--- src/rtl/hawk_axi_rd_arb.sv ---
// Two-requester round-robin arbiter onto one AXI4 read master (AR/R).
// Owners of in-flight bursts are kept in order in a small tag FIFO for R routing.
module hawk_axi_rd_arb #(
  parameter int unsigned ADDR_W = 64,
  parameter int unsigned DATA_W = 512,
  parameter int unsigned ID_W   = 4,
  parameter int unsigned OUTSTD = 4
) (
  input  logic              clk_i,
  input  logic              rst_ni,
  input  logic              rq0_arvalid,
  output logic              rq0_arready,
  input  logic [ADDR_W-1:0] rq0_araddr,
  input  logic [7:0]        rq0_arlen,
  output logic              rq0_rvalid,
  input  logic              rq0_rready,
  output logic [DATA_W-1:0] rq0_rdata,
  output logic [1:0]        rq0_rresp,
  output logic              rq0_rlast,
  input  logic              rq1_arvalid,
  output logic              rq1_arready,
  input  logic [ADDR_W-1:0] rq1_araddr,
  input  logic [7:0]        rq1_arlen,
  output logic              rq1_rvalid,
  input  logic              rq1_rready,
  output logic [DATA_W-1:0] rq1_rdata,
  output logic [1:0]        rq1_rresp,
  output logic              rq1_rlast,
  output logic              m_arvalid,
  input  logic              m_arready,
  output logic [ADDR_W-1:0] m_araddr,
  output logic [7:0]        m_arlen,
  output logic [ID_W-1:0]   m_arid,
  input  logic              m_rvalid,
  output logic              m_rready,
  input  logic [DATA_W-1:0] m_rdata,
  input  logic [1:0]        m_rresp,
  input  logic              m_rlast,
  input  logic [ID_W-1:0]   m_rid,
  output logic              busy_o,
  output logic              err_id_o,
  output logic              err_unexp_o
);

  localparam int unsigned PW = $clog2(OUTSTD);
  localparam logic [PW:0] Full = (PW+1)'(OUTSTD);

  typedef enum logic [0:0] {StIdle, StIssue} state_e;

  state_e            state_q;
  logic              last_grant_q, owner_q, m_arvalid_q;
  logic [ADDR_W-1:0] addr_q;
  logic [7:0]        len_q;

  logic              tag_q [OUTSTD];
  logic [PW-1:0]     wr_ptr_q, rd_ptr_q;
  logic [PW:0]       cnt_q;
  logic              err_id_q, err_unexp_q;

  logic grant_vld, grant_id, push, pop, empty, head;

  always_comb begin
    grant_vld = 1'b0;
    grant_id  = 1'b0;
    if (state_q == StIdle && cnt_q < Full) begin
      if (rq0_arvalid && rq1_arvalid) begin
        grant_vld = 1'b1;
        grant_id  = ~last_grant_q;
      end else if (rq0_arvalid) begin
        grant_vld = 1'b1;
      end else if (rq1_arvalid) begin
        grant_vld = 1'b1;
        grant_id  = 1'b1;
      end
    end
  end

  assign rq0_arready = grant_vld & ~grant_id;
  assign rq1_arready = grant_vld & grant_id;

  // last_grant resets to 1 so requester 0 wins the first tie.
  always_ff @(posedge clk_i or negedge rst_ni) begin
    if (!rst_ni) begin
      state_q      <= StIdle;
      last_grant_q <= 1'b1;
      owner_q      <= 1'b0;
      addr_q       <= '0;
      len_q        <= '0;
      m_arvalid_q  <= 1'b0;
    end else begin
      unique case (state_q)
        StIdle: begin
          if (grant_vld) begin
            owner_q      <= grant_id;
            addr_q       <= grant_id ? rq1_araddr : rq0_araddr;
            len_q        <= grant_id ? rq1_arlen : rq0_arlen;
            last_grant_q <= grant_id;
            m_arvalid_q  <= 1'b1;
            state_q      <= StIssue;
          end
        end
        StIssue: begin
          if (m_arready) begin
            m_arvalid_q <= 1'b0;
            state_q     <= StIdle;
          end
        end
        default: state_q <= StIdle;
      endcase
    end
  end

  assign m_arvalid = m_arvalid_q;
  assign m_araddr  = addr_q;
  assign m_arlen   = len_q;
  assign m_arid    = {{(ID_W-1){1'b0}}, owner_q};

  assign empty = (cnt_q == '0);
  assign head  = tag_q[rd_ptr_q];
  assign push  = m_arvalid_q & m_arready;
  assign pop   = m_rvalid & m_rready & m_rlast & ~empty;

  always_ff @(posedge clk_i) begin
    if (push) tag_q[wr_ptr_q] <= owner_q;
  end

  always_ff @(posedge clk_i or negedge rst_ni) begin
    if (!rst_ni) begin
      wr_ptr_q <= '0;
      rd_ptr_q <= '0;
      cnt_q    <= '0;
    end else begin
      if (push) wr_ptr_q <= wr_ptr_q + PW'(1);
      if (pop)  rd_ptr_q <= rd_ptr_q + PW'(1);
      if (push && !pop)      cnt_q <= cnt_q + (PW+1)'(1);
      else if (pop && !push) cnt_q <= cnt_q - (PW+1)'(1);
    end
  end

  // With nothing outstanding, stray beats are drained rather than stalling the bus.
  always_comb begin
    rq0_rvalid = 1'b0;
    rq1_rvalid = 1'b0;
    m_rready   = 1'b0;
    if (empty) begin
      m_rready = m_rvalid;
    end else if (head) begin
      rq1_rvalid = m_rvalid;
      m_rready   = rq1_rready;
    end else begin
      rq0_rvalid = m_rvalid;
      m_rready   = rq0_rready;
    end
  end

  assign rq0_rdata = m_rdata;
  assign rq0_rresp = m_rresp;
  assign rq0_rlast = m_rlast;
  assign rq1_rdata = m_rdata;
  assign rq1_rresp = m_rresp;
  assign rq1_rlast = m_rlast;

  always_ff @(posedge clk_i or negedge rst_ni) begin
    if (!rst_ni) begin
      err_id_q    <= 1'b0;
      err_unexp_q <= 1'b0;
    end else if (m_rvalid) begin
      if (empty) err_unexp_q <= 1'b1;
      else if (m_rid != {{(ID_W-1){1'b0}}, head}) err_id_q <= 1'b1;
    end
  end

  assign err_id_o    = err_id_q;
  assign err_unexp_o = err_unexp_q;
  assign busy_o      = (state_q != StIdle) | ~empty;

endmodule

--- config.mk ---
export PLATFORM = sky130hd
export DESIGN_NAME = hawk_axi_rd_arb
export DESIGN_NICKNAME = d
export VERILOG_FILES = /design/src/rtl/hawk_axi_rd_arb.sv
export SDC_FILE = /design/constraint.sdc
export NUM_CORES = 1
export LEC_CHECK = 0
export BUFFER_PORTS_ARGS = -buffer_cell sky130_fd_sc_hd__buf_2
export CELL_PAD_IN_SITES_DETAIL_PLACEMENT = 1
export CELL_PAD_IN_SITES_GLOBAL_PLACEMENT = 1
export CORE_AREA = 2 2 703 705
export DETAILED_ROUTE_END_ITERATION = 6
export DIE_AREA = 0 0 705 707
export GPL_TIMING_DRIVEN = 0
export PLACE_DENSITY = 0.3
export SYNTH_ARGS = -nofsm -noshare
export SYNTH_HDL_FRONTEND = slang
export SYNTH_SLANG_ARGS = --single-unit
--- constraint.sdc ---
create_clock -name clk_i -period 3.2 [get_ports clk_i]
set_input_delay 0.32 -clock clk_i [delete_from_list [all_inputs] [get_ports clk_i]]
set_output_delay 0.32 -clock clk_i [all_outputs]
set_load 0.05 [all_outputs]
# Word-level counts from Yosys, hierarchy flattened
# Memories as Yosys holds them, arrays and structs flattened.
# Cells that the tools add are included.
[totals] mem_bits_rw=4 regBits=85 in_bits=671 word_cells=68 mem_count=1 output_inout_bits=1115
[memory_table] name="tag_q" depth=4 width=1 rd=1 rd_clocked_by_memory_dff=0 write_ports=1 line_no="55" rtl="logic tag_q [OUTSTD];"
[op_classes] n_eq_ne=3 muxes=25 order_cmp=1 reduce_logical=12 add_sub_neg=4 bitwise_logic=11
[ops] cell="64-bit 2-to-1 mux" count=1
[ops] cell="1-bit 2-to-1 mux" count=19
[ops] cell="8-bit 2-to-1 mux" count=1
[ops] cell="1-bit bitwise AND" count=6
[ops] cell="3-bit 2-to-1 mux" count=2
[ops] cell="2-bit AND reduction" count=3
[ops] cell="2-bit by 1-bit adder with 2-bit output (second input constant)" count=2
[ops] cell="1-bit logical AND" count=4
[ops] cell="2-bit != test (second input constant)" count=2
[ops] cell="4-bit by 1-bit != test with 1-bit output" count=1
[ops] cell="1-bit NOT" count=4
[ops] cell="1-bit case mux with 2 select lines" count=2
[ops] cell="3-bit by 1-bit adder with 3-bit output (second input constant)" count=1
[ops] cell="3-bit logical NOT" count=1
[ops] cell="3-bit < comparator (second input constant)" count=1
[ops] cell="3-bit AND reduction" count=1
[ops] cell="3-bit by 1-bit subtractor with 3-bit output (second input constant)" count=1
[ops] cell="1-bit logical NOT" count=2
[ops] cell="2-bit nonzero test" count=1
[ops] cell="1-bit bitwise OR" count=1

# Longest topological paths before layout
# Gate-level depths: netlist of run 1.
# An unclocked memory read counts as a cell.
[depth] ltp_word=9 mapped_depth=9 mapped_depth_nobuf=9

# Worst setup path before layout of run 1
# No wires, ideal clock.
[synth_path] path_kind="flip-flop to output port" startpoint="register rd_ptr_q[0]" endpoint="output port m_rready" path_slack_ns=0.651 path_buffers=0 stages_incl_launch_ff=4 arrival_ns=2.229 required_ns=2.880 path_cell_list="dfrtp_1 > mux4_1 > mux2i_1 > o21ai_0"
[synth_between] elab_chain_len=3
[synth_rtl] item="from (decl)" line_no="56" rtl="logic [PW-1:0] wr_ptr_q, rd_ptr_q;"
[synth_rtl] item="from (signal assigned)" line_no="134" rtl="if (pop) rd_ptr_q <= rd_ptr_q + PW'(1);"
[synth_rtl] item="memory 4 x 1 bit"
[synth_rtl] item="1-bit 2-to-1 mux" line_no="147" rtl="end else if (head) begin"
[synth_rtl] item="1-bit 2-to-1 mux" line_no="145" rtl="if (empty) begin"
[synth_rtl] item="to (decl)" line_no="35" rtl="output logic m_rready,"
# No other way between the ends.

# Final worst setup path of run 1
[layout_path] startpoint="register rd_ptr_q[0]" endpoint="register cnt_q[1]"
[layout_between] elab_chain_len=9 word_cells_on_any_way=11 cone_classes="3 x mux; 3 x bitwise; 4 x reduce/logical; 1 x memory"
[layout_rtl] item="memory 4 x 1 bit (*)"
[layout_rtl] item="1-bit 2-to-1 mux (*)" line_no="147"
[layout_rtl] item="1-bit 2-to-1 mux (*)" line_no="145"
[layout_rtl] item="1-bit bitwise AND (*) (3 in series)" line_no="121" rtl="assign pop = m_rvalid & m_rready & m_rlast & ~empty;"
[layout_rtl] item="1-bit logical NOT" line_no="135" rtl="if (push && !pop) cnt_q <= cnt_q + (PW+1)'(1);"
[layout_rtl] item="1-bit logical AND" line_no="135"
[layout_rtl] item="3-bit 2-to-1 mux / 2-bit nonzero test (equally long branches)"
[layout_rtl] item="to (signal assigned)" line_no="135"
[layout_rtl] item="to (signal assigned)" line_no="136" rtl="else if (pop && !push) cnt_q <= cnt_q - (PW+1)'(1);"
[layout_rtl] item="to (decl)" line_no="57" rtl="logic [PW:0] cnt_q;"
# Mark *: on every way between the ends. The rest lies on a longest branch, timed or not.
# A chain may end at the register's enable or synchronous reset.

==> implementation parameters, run 1 <==
Parameter                              Value

Timing
  Final hold violations ... 0
  Upper clock frequency limit ... 0.331 GHz
  Setup tns final ... 0 ps
  Shortest clock period the worst path allows after layout ... 3030 ps
  Clock skew after layout ... 59.1 ps
  Setup-violating endpoint count in the final report ... 0
  Final setup margin ... 174 ps
  Setup repair after global routing missed its margin ... false
  Max Transition Viols Final ... 0
  Measured slew at the worst slew-check pin ... 1030 ps
  Post-route fraction of the period consumed by the critical path ... 0.945
  Headroom to the max-slew limit ... 0.306

Worst setup path
  Capturing element type of the critical path ... flip-flop
  Crit-path cells ... mux4_1 > mux2i_2 > or2_2 > ha_1 > inv_1 > fa_1 > mux2_2
  Setup crit start kind ... flip-flop
  Critical-path maximum fanout ... 4
  Cell with the biggest individual delay on the critical path ... mux4_1
  Setup CP Type ... flip-flop to flip-flop
  Data arrival time of the critical path ... 3310 ps
  CP required ... 3480 ps
  Largest stage delay on the critical path ... 880 ps

Cells and area
  Layout cells sized above 1 ... 0.889
  Final design utilization ... 0.0545
  Synth-to-layout area growth ... 128%
  Number of nets at the end of the flow ... 3311
  Final standard cell count with taps included and fillers excluded ... 9208

Logic synthesis
  Proportion of synthesized flip-flops having asynchronous set or reset ... 0.955
  Dominant combinational cell family by area after synthesis ... buffers and inverters
  Unique masters post-synth ... 33
  Yosys reg bits ... 89
  Yosys warning count ... 0
  Average size of a mapped cell ... 8.72 um2
  Most instantiated library cell after synthesis ... buf_4
  Synth area leaders ... buf_4, dfrtp_1, a22o_1
  Cell count after synthesis ... 1351
  Most area-hungry cell type in the Yosys netlist ... buf_4
  Sequential fraction of the synthesis area ... 0.191
  Mux cell area share after synthesis ... 0.00743
  Xor/xnor cell area share of the yosys netlist ... 0.00446
  Area of the mapped netlist ... 11800 um2
  Adder-Cell Fraction of Synth Area ... 0.00701
  Fraction of post-synthesis cell area in the top cell type by area ... 0.659
  Synth cell count leaders ... buf_4, dfrtp_1, a21o_1, a22o_1, buf_2
  Compound-gate portion of the synthesized area ... 0.104
  Top flip-flop cell by instance count after synthesis ... dfrtp_1
  Synthesized-area fraction occupied by and/or/nand/nor cells ... 0.0118
  Count of flip-flops with a built-in enable after synthesis ... 4

Route
  DRT iter0 DRCs ... 933
  Remaining DRCs ... 0
  Top layer in use ... met5
  Met2 wirelength from detailed routing ... 119000 um
  Routed Wire Length ... 278000 um
  1st-pass router iterations ... 5
  Length of routed met3 wiring ... 48000 um
  Average wire per cell in the routed design ... 30.2 um
  Routed length on met1 ... 103000 um
  Total number of vias ... 15300
  Post-DR vias/cell ... 1.66
  Post-DRT Antenna Nets ... 0

Die
  Number of I/O pins ... 1786
  Initial Utilization ... 0.0240
  Die area ... 498000 um2
  DIE WIDTH ... 705 um
  Vertical extent of the die ... 707 um
  Number of rows in the core area ... 258
  Core area ... 492000 um2

Clocking
  # Post-CTS Setup Buffers ... 0
  Clock Pin Slew Worst Setup and Hold Paths ... 140 ps
  Maximum root-to-sink buffer count ... 2
  Sink count of the clock tree ... 89
  Inserted Clock Buffers ... 9
  H-tree depth reported by CTS ... 3
  Root buffer cell ... clkbuf_16
  Clock insertion delay at the later pin of the skew report ... 460 ps
  CTS tree ... yes

Global route
  Total grt overflow ... 0
  Vias in the first global route ... 14500
  Maximum number of pins on one net before global-route repair ... 73
  Global-route usage over all layers ... 0.106
  Global-route wire length before repair ... 311000 um
  Antenna violations before repair ... 193

Status
  Run status ... complete, no violations

Place
  DP Wirelength ... 268000 um
  Instance count after placement with tap cells included ... 9122
  Quantity of I/O buffers inserted on ports ... 1268
  Pre-CTS setup slack ... 22.0 ps
  Final weighted congestion in routability-driven placement ... 1.08

Hold path
  Hold Path Class ... input port to flip-flop

Job
  Max-cap check violation count ... 0

Power and ir drop
  Cell leakage power ... 12.4 nW
  Power density relative to cell area ... 509 nW/um2
  VDD IR max ... 0.339 mV
[routing by layer]
layer | GRT usage | vias to the layer above
met3 | 0.0833 | 370
met5 | 0.00192 | -
met1 | 0.116 | 7355
li1 | - | 5920
met2 | 0.161 | 1541
met4 | 0.0231 | 90
[sequential cells by signal, summed over array words and instances, names as in the netlist]
name and count:
state_q 1, m_arlen 8, err_id_o 1, cnt_q 3, m_araddr 64, m_arvalid 1
owner_q 1, wr_ptr_q 2, last_grant_q 1, rd_ptr_q 2, tag_q 4, err_unexp_o 1
[layout make-up]
cell class | instances | area, um2
fillers | 59100 | 465000
well taps | 6500 | 8130
inverters | 5 | 18.8
clock buffers | 9 | 225
repair buffers | 1270 | 6390
plain buffers | 1058 | 7920
flip-flops and latches | 89 | 2250
multi-input cells | 201 | 1610
clock inverters | 7 | 100
diodes | 69 | 173
[what timing repair did]
| item | 4_1_cts | 5_1_grt |
|---|---|---|
| hold endpoints to repair | 13 | 0 |
| resized for setup | 0 | 1 |
| endpoints found under the setup margin | 0 | 1 |
| hold buffers | 1 | 0 |
[power breakdown]
group          internal, W  switching [W]  total, W
sequential         0.00171       0.000421   0.00213
combinational      0.00269        0.00742    0.0101
clock             0.000635       0.000772   0.00141
total              0.00504        0.00861    0.0136
[kinds of logic after synthesis]
group                      Yosys count
AOI/OAI and AO/OA                  153
adders and majority gates            6
muxes                                7
buffers and inverters             1063
xor gates and xnor gates             6
and+or+nand+nor                     26
other                                1
DFF                                 89
[worst paths after layout]
check / depth (start not counted) / start / end / slack (ps)
min in group asynchronous: 2 / rst_ni / err_unexp_o$_DFFE_PN0P_ / 320
max: 7 / rd_ptr_q[0]$_DFFE_PN0P_ / cnt_q[1]$_DFFE_PN0P_ / 170
max in group asynchronous: 3 / rst_ni / m_araddr[33]$_DFFE_PN0P_ / 2080
max reg2reg: 7 / rd_ptr_q[0]$_DFFE_PN0P_ / cnt_q[1]$_DFFE_PN0P_ / 170
min reg2reg: 1 / err_unexp_o$_DFFE_PN0P_ / err_unexp_o$_DFFE_PN0P_ / 480
min: 2 / rq0_araddr[8] / m_araddr[8]$_DFFE_PN0P_ / 60
[cells in the final DEF (no fill, tap or decap), drive strengths merged, types with 2 or more instances in the layout]
master,Yosys,layout
buf,1055,2324
dfrtp,84,84
a21o,74,74
a22o,72,72
diode,0,69
clkbuf,3,12
nand2,8,8
inv,5,7
and3,5,5
ha,5,5
o21ai,5,5
nor2,5,5
mux2i,5,5
xor2,4,4
edfxtp,4,4
conb,1,3
nand2b,2,2
xnor2,2,2
clkinvlp,0,2
clkinv,0,2
[worst max-delay path: cells and delay by family, from the launching register on]
family / cells / cell delay (ps)
buffers and inverters: 1 / 70
DFF: 1 / 400
adders and majority gates: 2 / 630
and+or+nand+nor: 1 / 340
muxes: 3 / 1480
[through the flow]
| stage | instance area (um2) | total power [W] | hold WS, ps |
|---|---|---|---|
| global route | 26700 | 0.0144 | 48.9 |
| global placement | 26300 | 0.0124 | 463 |
| floorplan | 11800 | 0.00891 | 24.4 |
| CTS | 26600 | 0.0139 | 23.2 |
| detailed placement | 26300 | 0.0124 | 209 |
| finish | 26800 | 0.0136 | 55.5 |
No activity file was read; power rests on OpenSTA's default activity.
==> run 2: changes to the inputs <==
CORE_AREA = 2 2 702 704   (was 2 2 703 705)
DIE_AREA = 0 0 704 706   (was 0 0 705 707)
clock period = 2.5 ns   (was 3.2 ns; I/O delays follow)
==> run 2 against run 1 <==
  * Critical path depth unchanged
  * Largest cell class unchanged
  * Sequential power increased by 29%
  * Wire length increased by 3.6%
  * Via count fell by 1.5%
  * Flip-flop and latch count unchanged
  * Critical endpoint unchanged
  * Sequential share of layout area shrank 0.13 points
  * Critical path type unchanged
==> implementation parameters, run 2 (same netlist as run 1, synthesis figures left out) <==
Parameter                              Value

Cells and area
  Number of nets at the end of the flow ... 3368 (+1.7%)
  Layout cells sized above 1 ... 0.875 (-0.0144)
  Synth-to-layout area growth ... 131%
  Leading cell type in the layout, fill and taps excluded ... buf_2
  Number of fill cells ... 58800 (-0.45%)
  Commonest non-fill, non-tap cells in the layout ... buf_2, buf_4, dfrtp_1
  Post-route cell area ... 27300 um2 (+1.7%)
  Number of flip-flops in the largest register ... 64 (unchanged)

Timing
  Max Transition Viols Final ... 0 (unchanged)
  Shortest clock period the worst path allows after layout ... 2430 ps (-595 ps)
  Measured slew at the worst slew-check pin ... 1120 ps (+91.2 ps)
  Setup repair after global routing missed its margin ... true
  Setup-violating endpoint count in the final report ... 0 (unchanged)
  Headroom to the max-slew limit ... 0.250 (-0.0555)
  Clock skew after layout ... 22.8 ps (-36.3 ps)
  Post-route fraction of the period consumed by the critical path ... 0.972 (+0.0266)
  Upper clock frequency limit ... 0.411 GHz (+25%)
  Final hold violations ... 0 (unchanged)

Route
  Post-DRT Antenna Nets ... 0 (unchanged)
  Routed Wire Length ... 288000 um (+3.6%)
  Post-DR vias/cell ... 1.64 (-1.4%)
  Average wire per cell in the routed design ... 31.3 um (+3.7%)
  Routed length on met1 ... 105000 um (+2.5%)
  Top layer in use ... met5
  Met2 wirelength from detailed routing ... 128000 um (+7.8%)
  Total number of vias ... 15100 (-1.5%)
  DRT iter0 DRCs ... 692 (-26%)
  Remaining DRCs ... 0 (unchanged)
  1st-pass router iterations ... 4 (-1)
  Length of routed met3 wiring ... 46200 um (-3.7%)

Worst setup path
  CP Launch Point ... rd_ptr_q[0]$_DFFE_PN0P_
  Setup CP Type ... flip-flop to flip-flop
  CP required ... 2780 ps (-700 ps)
  Reg2Reg Launch Point ... rd_ptr_q[0]$_DFFE_PN0P_
  Critical-path maximum fanout ... 2 (-2)
  Length in cells of the worst reg-to-reg path ... 7 (unchanged)
  FF-to-FF setup slack ... 70 ps (-100 ps)
  Capturing element type of the critical path ... flip-flop
  Data arrival time of the critical path ... 2710 ps (-600 ps)
  Worst setup path endpoint ... cnt_q[1]$_DFFE_PN0P_
  Critical register-to-register path endpoint ... cnt_q[1]$_DFFE_PN0P_
  Setup crit start kind ... flip-flop

Die
  DIE WIDTH ... 704 um (-0.14%)
  Number of I/O pins ... 1786 (unchanged)
  Initial Utilization ... 0.0241 (+0.000125)
  Die area ... 497000 um2 (-0.28%)
  Number of rows in the core area ... 257 (-0.39%)
  Core area ... 489000 um2 (-0.52%)
  Vertical extent of the die ... 706 um (-0.14%)

Power and ir drop
  Cell leakage power ... 12.7 nW (+2.0%)
  VDD IR max ... 0.428 mV (+26%)
  Overall power consumption ... 0.0176 W (+29%)
  Power density relative to cell area ... 646 nW/um2 (+27%)

Global route
  Maximum number of pins on one net before global-route repair ... 67 (-8.2%)
  Vias in the first global route ... 14900 (+3.0%)
  Antenna violations before repair ... 168 (-13%)
  Total grt overflow ... 0 (unchanged)
  Global-route wire length before repair ... 324000 um (+4.2%)
  Global-route usage over all layers ... 0.111 (+0.00472)

Clocking
  Sink count of the clock tree ... 89 (unchanged)
  Inserted Clock Buffers ... 9 (unchanged)
  Maximum root-to-sink buffer count ... 2 (unchanged)
  H-tree depth reported by CTS ... 3 (unchanged)
  Root buffer cell ... clkbuf_16
  Clock insertion delay at the later pin of the skew report ... 420 ps (-40 ps)
  CTS tree ... yes
  Clock Pin Slew Worst Setup and Hold Paths ... 90 ps (-50 ps)

Place
  DP Wirelength ... 279000 um (+4.2%)
  Final weighted congestion in routability-driven placement ... 1.02 (-5.0%)
  Quantity of I/O buffers inserted on ports ... 1268 (unchanged)
  Placed cell areas ... 26300 um2 (-0.12%)

Job
  Max-cap check violation count ... 0 (unchanged)

Hold path
  Hold Path Class ... input port to flip-flop

Status
  Run status ... complete, no violations
## run 2: cell types whose count changed in the layout (fill, tap and decap cells not counted), moves of 2 or more
cell / before / now
buf_2: 1281 / 1277
clkinv_4: 0 / 2
clkinvlp_4: 2 / 0
dlygate4sd3_1: 1 / 52
diode_2: 69 / 27
buf_4: 1034 / 1042
## run 2: cell type report
type,instances,area [um2],share of cell area
Tap cell,6475,8100,0.297
Buffer,1058,7930,0.291
Timing Repair Buffer,1327,6970,0.255
Sequential cell,89,2250,0.0825
Multi-Input combinational cell,201,1630,0.0598
Clock buffer,9,225,0.00826
Clock inverter,7,81.3,0.00298
Antenna cell,27,67.6,0.00248
Inverter,5,18.8,0.000688
## run 2: critical path, cell delays in order (launching register included)
cell and delay, ps:
dfrtp_1 380, mux4_2 560, mux2i_2 190, or2_4 270
ha_4 160, inv_2 50, fa_2 420, mux2_4 280
## run 2: power breakdown
group | internal (W) | switching, W | total (W)
sequential | 0.00219 | 0.000546 | 0.00274
clock | 0.000717 | 0.000902 | 0.00162
combinational | 0.00363 | 0.00962 | 0.0132
total | 0.00654 | 0.0111 | 0.0176
## run 2: worst min path at each step
stage               slack, ps  depth (start not counted)           start                  endpoint
CTS                         2                          2  rq0_araddr[61]  m_araddr[61]$_DFFE_PN0P_
detailed placement        150                          1          rst_ni   wr_ptr_q[0]$_DFFE_PN0P_
global placement          450                          2  rq0_araddr[53]  m_araddr[53]$_DFFE_PN0P_
finish                     50                          2    rq0_arlen[0]    m_arlen[0]$_DFFE_PN0P_
global route               20                          2  rq0_araddr[61]  m_araddr[61]$_DFFE_PN0P_
floorplan                 -50                          0          rst_ni      cnt_q[0]$_DFFE_PN0P_
## run 2: stage by stage
step                hold WS, ps  setup WS [ps]  cells  utilization  setup TNS, ps
global route               23.1          -16.7   9183       0.0557          -23.3
CTS                        2.22           2.79   9170       0.0556              0
detailed placement          153           -412   9097       0.0537          -9410
floorplan                 -45.6           20.7   1353            -              0
global placement            453           -395   9096       0.0537         -29750
finish                     52.9           69.8   9198       0.0558              0
## run 2: what timing repair did
item                                    CTS  global route
pin swaps                                 2             3
endpoints found under the hold margin    70             0
endpoints found under the setup margin   76             2
buffers inserted                          5             1
hold buffers                             52             0
gates resized for setup                  11             7
## run 2: per-layer routing
layer  track usage  up-vias
met1         0.119     7308
met5             0        -
met4        0.0231       86
li1              -     5970
met3        0.0808      343
met2         0.177     1345
